`src/rtl/srg_mips_pkg.sv`:
```
// srg_mips_pkg: shared opcode/funct codes, ALU OperationSelect codes and control FSM states.
package srg_mips_pkg;
    localparam int OP_W = 6;
    localparam int FN_W = 6;
    localparam int ST_W = 4;

    localparam logic [OP_W-1:0] OP_R    = 6'b000000;
    localparam logic [OP_W-1:0] OP_LW   = 6'b100011;
    localparam logic [OP_W-1:0] OP_SW   = 6'b101011;
    localparam logic [OP_W-1:0] OP_BEQ  = 6'b000100;
    localparam logic [OP_W-1:0] OP_ADDI = 6'b001000;
    localparam logic [OP_W-1:0] OP_J    = 6'b000010;

    localparam logic [FN_W-1:0] FN_AND = 6'b100100;
    localparam logic [FN_W-1:0] FN_OR  = 6'b100101;
    localparam logic [FN_W-1:0] FN_ADD = 6'b100000;
    localparam logic [FN_W-1:0] FN_SUB = 6'b100010;
    localparam logic [FN_W-1:0] FN_SLT = 6'b101010;

    localparam logic [2:0] ALU_AND = 3'b000;
    localparam logic [2:0] ALU_OR  = 3'b001;
    localparam logic [2:0] ALU_ADD = 3'b010;
    localparam logic [2:0] ALU_SUB = 3'b110;
    localparam logic [2:0] ALU_SLT = 3'b111;

    typedef enum logic [ST_W-1:0] {
        FETCH    = 4'd0,
        DECODE   = 4'd1,
        MEMADR   = 4'd2,
        MEMRD    = 4'd3,
        MEMWB    = 4'd4,
        MEMWR    = 4'd5,
        RTYPE_EX = 4'd6,
        ALUWB    = 4'd7,
        ADDI_EX  = 4'd8,
        ADDI_WB  = 4'd9,
        BRANCH   = 4'd10,
        JUMP     = 4'd11
    } state_t;
endpackage

```
`src/rtl/srg_alu_dec.sv`:
```
// srg_alu_dec: R-type funct -> ALU OperationSelect; unknown funct falls back to ADD and flags illegal.
module srg_alu_dec
    import srg_mips_pkg::*;
(
    input  logic [FN_W-1:0] funct,
    output logic [2:0]      alu_sel,
    output logic            illegal
);
    always_comb begin
        alu_sel = ALU_ADD;
        illegal = 1'b0;
        case (funct)
            FN_AND:  alu_sel = ALU_AND;
            FN_OR:   alu_sel = ALU_OR;
            FN_ADD:  alu_sel = ALU_ADD;
            FN_SUB:  alu_sel = ALU_SUB;
            FN_SLT:  alu_sel = ALU_SLT;
            default: illegal = 1'b1;
        endcase
    end
endmodule

```
`src/rtl/srg_mips_mc_ctrl.sv`:
```
// srg_mips_mc_ctrl: multicycle MIPS control FSM driving datapath enables, muxes and ALU select.
module srg_mips_mc_ctrl
    import srg_mips_pkg::*;
(
    input  logic            clk,
    input  logic            rst,
    input  logic [OP_W-1:0] opcode,
    input  logic [FN_W-1:0] funct,
    input  logic            alu_zero,
    output logic            pc_en,
    output logic            i_or_d,
    output logic            mem_write,
    output logic            ir_write,
    output logic            reg_write,
    output logic            reg_dst,
    output logic            mem_to_reg,
    output logic            alu_src_a,
    output logic [1:0]      alu_src_b,
    output logic [1:0]      pc_src,
    output logic [2:0]      alu_sel,
    output logic            instr_done,
    output logic            illegal_op,
    output logic [ST_W-1:0] dbg_state
);
    state_t     state, nxt;
    logic [2:0] fn_sel;
    logic       fn_bad, op_bad;

    srg_alu_dec u_dec (.funct(funct), .alu_sel(fn_sel), .illegal(fn_bad));

    assign op_bad    = !(opcode inside {OP_R, OP_LW, OP_SW, OP_BEQ, OP_ADDI, OP_J});
    assign dbg_state = state;

    always_ff @(posedge clk) begin
        if (rst) state <= FETCH;
        else     state <= nxt;
    end

    always_comb begin
        nxt = FETCH;
        case (state)
            FETCH:    nxt = DECODE;
            DECODE:   case (opcode)
                          OP_R:         nxt = RTYPE_EX;
                          OP_LW, OP_SW: nxt = MEMADR;
                          OP_BEQ:       nxt = BRANCH;
                          OP_ADDI:      nxt = ADDI_EX;
                          OP_J:         nxt = JUMP;
                          default:      nxt = FETCH;
                      endcase
            MEMADR:   nxt = (opcode == OP_SW) ? MEMWR : MEMRD;
            MEMRD:    nxt = MEMWB;
            RTYPE_EX: nxt = ALUWB;
            ADDI_EX:  nxt = ADDI_WB;
            default:  nxt = FETCH;
        endcase
    end

    // Outputs are decoded from state and held at their idle values throughout reset.
    always_comb begin
        pc_en      = 1'b0;
        i_or_d     = 1'b0;
        mem_write  = 1'b0;
        ir_write   = 1'b0;
        reg_write  = 1'b0;
        reg_dst    = 1'b0;
        mem_to_reg = 1'b0;
        alu_src_a  = 1'b0;
        alu_src_b  = 2'b00;
        pc_src     = 2'b00;
        alu_sel    = ALU_ADD;
        instr_done = 1'b0;
        illegal_op = 1'b0;
        if (!rst) begin
            case (state)
                FETCH:    begin ir_write = 1'b1; pc_en = 1'b1; alu_src_b = 2'b01; end
                DECODE:   begin
                    alu_src_b  = 2'b11;
                    illegal_op = op_bad || (opcode == OP_R && fn_bad);
                    instr_done = op_bad;
                end
                MEMADR:   begin alu_src_a = 1'b1; alu_src_b = 2'b10; end
                MEMRD:    i_or_d = 1'b1;
                MEMWB:    begin reg_write = 1'b1; mem_to_reg = 1'b1; instr_done = 1'b1; end
                MEMWR:    begin i_or_d = 1'b1; mem_write = 1'b1; instr_done = 1'b1; end
                RTYPE_EX: begin alu_src_a = 1'b1; alu_sel = fn_sel; end
                ALUWB:    begin reg_write = 1'b1; reg_dst = 1'b1; instr_done = 1'b1; end
                ADDI_EX:  begin alu_src_a = 1'b1; alu_src_b = 2'b10; end
                ADDI_WB:  begin reg_write = 1'b1; instr_done = 1'b1; end
                BRANCH:   begin
                    alu_src_a  = 1'b1;
                    alu_sel    = ALU_SUB;
                    pc_src     = 2'b01;
                    pc_en      = alu_zero;
                    instr_done = 1'b1;
                end
                JUMP:     begin pc_src = 2'b10; pc_en = 1'b1; instr_done = 1'b1; end
                default:  ;
            endcase
        end
    end
endmodule
```
`config.mk`:
```
export PLATFORM = sky130hd
export DESIGN_NAME = srg_mips_mc_ctrl
export DESIGN_NICKNAME = d
export VERILOG_FILES = /design/src/rtl/srg_mips_pkg.sv /design/src/rtl/srg_alu_dec.sv /design/src/rtl/srg_mips_mc_ctrl.sv
export SDC_FILE = /design/constraint.sdc
export NUM_CORES = 1
export LEC_CHECK = 0
export ABC_AREA = 1
export CAP_MARGIN = 20
export CORE_MARGIN = 4
export CORE_UTILIZATION = 40
export CTS_BUF_LIST = sky130_fd_sc_hd__clkbuf_16
export CTS_CLUSTER_DIAMETER = 200
export DETAILED_ROUTE_END_ITERATION = 8
export PLACE_DENSITY = 0.84
export SLEW_MARGIN = 20
export SYNTH_ARGS = -nofsm -noshare
export SYNTH_HDL_FRONTEND = slang
export SYNTH_SLANG_ARGS = --single-unit
```
`constraint.sdc`:
```
create_clock -name clk -period 1.7 [get_ports clk]
set_input_delay 0.255 -clock clk [delete_from_list [all_inputs] [get_ports clk]]
set_output_delay 0.255 -clock clk [all_outputs]
set_load 0.01 [all_outputs]
```
==> results of run 1 <==
## metal layers
layer / global-route usage / overflow
met1: 0.525 / 0
met2: 0.773 / 4
met3: 0.414 / 1
met4: 0.663 / 9
met5: 0.100 / 0
## timing repair
item / 4_1_cts
gates resized for setup: 65
pin swaps: 6
setup buffers: 4
endpoints found under the setup margin: 17
## cells by family after synthesis
group           after synthesis  synth area share
simple gates                 84             0.584
buf+inv                      29             0.178
compound gates               12             0.107
flops                         4             0.130
## per-stage QoR
| stage | utilization | cell area (um2) | instances | setup TNS, ns |
|---|---|---|---|---|
| after floorplan | - | 617 | 129 | 0 |
| after CTS | 0.905 | 1250 | 206 | 0 |
| after global placement | 0.826 | 1140 | 199 | -4.72 |
| after detailed placement | 0.826 | 1140 | 199 | -5.15 |
==> results.md, run 1 <==
- Result of the run: did not finish
- Failing step: global routing (5_1_grt)
- Tool error: [ERROR GRT-0232] Routing congestion too high. Check the congestion heatmap in the GUI.
- Post-Synthesis Mean Instance Area: 4.78 um2
- Cts bufs inserted: 3
- Post-synth EDFFs: 0
- Port Buffers: 35
- Number of warnings printed during yosys synthesis: 0
- Global route overflow: 14
- Top flip-flop cell by instance count after synthesis: sky130_fd_sc_hd__dfxtp_1
- Synth Instances: 129
- Rows: 13
- Largest area contributor in the synthesized netlist: sky130_fd_sc_hd__nand2_1
- Detail Placement HPWL: 2.04 mm
- Largest net degree at the start of global routing: 12
- Top cell types by occurrence after synthesis: 32 x sky130_fd_sc_hd__nand2_1, 32 x sky130_fd_sc_hd__nor2_1, 27 x sky130_fd_sc_hd__inv_1
- Worst slack at placement: -0.620 ns
- Die Height: 47.3 um
- Horiz. Die Dim: 47.3 um
- Number of buffers on the longest clock path: 2
- Post-synthesis cell area: 617 um2
- Cell variety after synth: 18
- Number of sinks on the clock net: 4
- Post-synthesis sequential area ratio: 0.130
- Cts-stage hold buffer count: 0
- Net count after synthesis: 144
- Portion of synthesized cell area occupied by the leading cell type: 0.195
- Depth of the CTS H-tree: 1
- Worst EP Category: top-level output
- Placer congestion estimate: 0.816
- Total routing resource utilization after global routing: 0.580
- CTS Root Cell: sky130_fd_sc_hd__clkbuf_16
- Share of synthesized registers carrying an async set or reset: 0
- Starting density of the core: 0.446
- Synth Register Bits: 4
- Count of boundary I/O pins: 36
- Leading cell types by total area after synthesis: sky130_fd_sc_hd__nand2_1 19%, sky130_fd_sc_hd__nor2_1 19%, sky130_fd_sc_hd__inv_1 16%
- Final worst endpoint reported by repair_timing after global routing: alu_sel[0]
==> inputs of run 2 (changes only) <==
Settings changed: CORE_AREA set to 4 4 65 67, CORE_MARGIN 4 to unset, CORE_UTILIZATION 40 to unset, CTS_BUF_LIST sky130_fd_sc_hd__clkbuf_16 to unset, CTS_CLUSTER_DIAMETER 200 to unset, DIE_AREA set to 0 0 69 71, PLACE_DENSITY 0.84 to unset, PLACE_DENSITY_LB_ADDON set to 0.15.
==> run 2 against run 1 <==
Effect of this change: the run now ends clean; synthesized cell count stayed put; synthesized area stayed put.
==> results.md, run 2 <==
- Result of the run: finished clean
- Antenna Violating Nets Remaining: 0
- Number of endpoints failing setup at the final stage: 0
- Clock tree from TritonCTS: built
- Synth Register Bits: 4
- Type of the tightest min-delay check: in -> reg
- Hold violation total from the final report: 0
- Design internal power: 337 uW
- Top library cells by usage in the layout, fill and taps aside: 27 x sky130_fd_sc_hd__nand2_1, 27 x sky130_fd_sc_hd__buf_4, 22 x sky130_fd_sc_hd__inv_1, 22 x sky130_fd_sc_hd__nor2_1, 16 x sky130_fd_sc_hd__dlygate4sd2_1
- Global route overflow: 0
- Static Leak: 0.731 nW
- Net count after synthesis: 144
- Post-Synthesis Mean Instance Area: 4.78 um2
- Count of buffer and inverter cells on the critical path: 4
- Worst skew pair latency: 0.22 ns
- Switching power share of the total: 0.302
- Initial antenna violation count: 0
- Slowest cell delay on critical path: 0.40 ns
- Share of cells above drive strength 1: 0.392
- Comb power frac: 0.379
- Endpoint kind of the worst setup timing path: output pin
- Area of all placed cells without fillers: 0.00132 mm2
- Worst Hold Margin: 0.655 ns
- Cts bufs inserted: 3
- Detailed-route wire length per cell: 9.96 um
- DRT Wirelength: 2.41 mm
- Antenna diode instance count: 0
- Leading cell types by total area after synthesis: sky130_fd_sc_hd__nand2_1 19%, sky130_fd_sc_hd__nor2_1 19%, sky130_fd_sc_hd__inv_1 16%
- Top flip-flop cell by instance count after synthesis: sky130_fd_sc_hd__dfxtp_1
- Clock-pin slew on the worst setup and hold paths: 0.03 ns
- Portion of synthesized cell area occupied by the leading cell type: 0.195
- Total routing resource utilization after global routing: 0.101
- Starting density of the core: 0.170
- Number of warnings printed during yosys synthesis: 0
- Kind of cell with the highest combined delay on the critical path: buffers and inverters
- Wire length of the first global-routing pass: 4.14 mm
- CP Max Fanout: 4
- Library cell contributing the largest single delay on the critical path: sky130_fd_sc_hd__clkdlybuf4s50_1
- Post-synthesis cell area: 617 um2
- Detail Placement HPWL: 1.98 mm
- Cell variety after synth: 18
- Critical path type: in -> out
- Number of sinks on the clock net: 4
- Footprint of the multi-input gates: 508 um2
- Area added between synthesis and finish: 114%
- Ordered list of cells on the worst path: clkdlybuf4s50_1 -> inv_1 -> nand3_2 -> or2_4 -> buf_4 -> buf_2
- Total placed instance area: 0.00121 mm2
- CTS Root Cell: sky130_fd_sc_hd__clkbuf_8
- Port Buffers: 35
- Die Height: 71 um
- DIE AREA: 0.00490 mm2
- Synth Instances: 129
- Largest area contributor in the synthesized netlist: sky130_fd_sc_hd__nand2_1
- Horiz. Die Dim: 69 um
- Peak supply drop: 0.347 mV
- Period utilisation layout: 0.958
- Minimum clock period: 1.63 ns
- Net switching power: 146 uW
- Count of max-cap constraint violations: 0
- Cts-stage hold buffer count: 0
- Starting DRC count in detailed routing: 15
- Flop pwr share: 0.209
- Via count of the first global-routing pass: 970
- Largest net degree at the start of global routing: 12
- Storage cell area: 87.6 um2
- Post-synthesis sequential area ratio: 0.130
- Unrepaired setup endpoints after global routing: yes
- Power density normalized to cell area: 366 mW/mm2
- Flip-flop count of the largest register after layout: 4
- Number of pins with negative max-slew slack in the final report: 0
- CP Launch Type: input pin
- Headroom to the max-slew limit: 0.828
- Fin Clk Skew: 0.00186 ns
- Clock group share of total power: 0.412
- Top cell types by occurrence after synthesis: 32 x sky130_fd_sc_hd__nand2_1, 32 x sky130_fd_sc_hd__nor2_1, 27 x sky130_fd_sc_hd__inv_1
- Final routed DRC violation total: 0
- Data arrival at the endpoint of the critical path: 1.37 ns
- Actual transition at the worst max-transition pin: 0.258 ns
- Post-synth EDFFs: 0
- Placer congestion estimate: 0.838
- Number of filler cells placed in the layout: 425
- F_max: 614 MHz
- Count of boundary I/O pins: 36
- Post-layout net count: 211
- Number of buffers on the longest clock path: 2
- Iteration count of the initial detailed-routing pass: 4
- Share of synthesized registers carrying an async set or reset: 0
- Total via count in the routed design: 977
- Detailed-route vias per instance: 4.04
- Total core area: 0.00363 mm2
- Depth of the CTS H-tree: 1
- Critical path required time: 1.44 ns
- Rows: 22
## run 2: cell counts after synthesis
Identical to the previous run, type by type.
## run 2: worst paths after layout
kind,start,endpoint,slack (ns),cells past startpoint
setup / recovery,funct[1],alu_sel[1],0.07,6
hold / removal,rst,dbg_state[1],0.66,3
setup reg to reg,dbg_state[2],dbg_state[2],0.45,9
hold reg to reg,dbg_state[1],dbg_state[1],0.75,5
## run 2: power groups by stage
stage | Clock (mW) | Sequential (mW) | Combinational, mW
after global routing | 0.217 | 0.101 | 0.204
after detailed placement | 0 | 0.101 | 0.184
after floorplan | 0 | 0.104 | 0.0688
after global placement | 0 | 0.101 | 0.184
final | 0.199 | 0.101 | 0.183
after CTS | 0.210 | 0.101 | 0.182
## run 2: worst register-to-register path, cell delays in order (launching register included)
cell and delay (ns):
sky130_fd_sc_hd__dfxtp_2 0.32, sky130_fd_sc_hd__inv_1 0.08, sky130_fd_sc_hd__nand2_2 0.10, sky130_fd_sc_hd__inv_2 0.07
sky130_fd_sc_hd__nand2_1 0.06, sky130_fd_sc_hd__buf_4 0.15, sky130_fd_sc_hd__or2_1 0.22, sky130_fd_sc_hd__nand3_1 0.08
sky130_fd_sc_hd__nand2_1 0.07, sky130_fd_sc_hd__inv_1 0.05
## run 2: stage by stage
| step | worst slack [ns] | instances | util | power [mW] | TNS [ns] |
|---|---|---|---|---|---|
| floorplan | 0.269 | 129 | - | 0.173 | 0 |
| global placement | -0.639 | 236 | 0.334 | 0.286 | -4.97 |
| detailed placement | -0.635 | 236 | 0.334 | 0.285 | -5.22 |
| CTS | -0.0309 | 242 | 0.357 | 0.493 | -0.0741 |
| global route | -0.0271 | 242 | 0.363 | 0.522 | -0.0272 |
| finish | 0.0710 | 242 | 0.363 | 0.483 | 0 |
## run 2: cell families after synthesis
logic type,share of synthesized area
AND/OR/NAND/NOR,0.584
flip-flops,0.130
AO/OA/AOI/OAI,0.107
buffers and inverters,0.178
## run 2: cell type report
type | instances | area share
multi-input cells | 96 | 0.386
clock buffers | 3 | 0.0313
well taps | 48 | 0.0456
repair buffers | 64 | 0.392
inverters | 27 | 0.0788
flip-flops and latches | 4 | 0.0665
## run 2: routing by layer
layer | vias up | part of all wire | GRT usage
li1 | 526 | - | -
met1 | 428 | 0.46 | 0.111
met2 | 21 | 0.48 | 0.188
met3 | 2 | 0.045 | 0.0256
met4 | 0 | 0.0079 | 0.0325
met5 | - | 0 | 0
## run 2: what timing repair did
item                       CTS  global route
setup endpoints to repair   17            12
setup buffers                3             1
gates resized for setup     71            27
pin swaps                    9            14
Power figures use the tool's default switching activity.
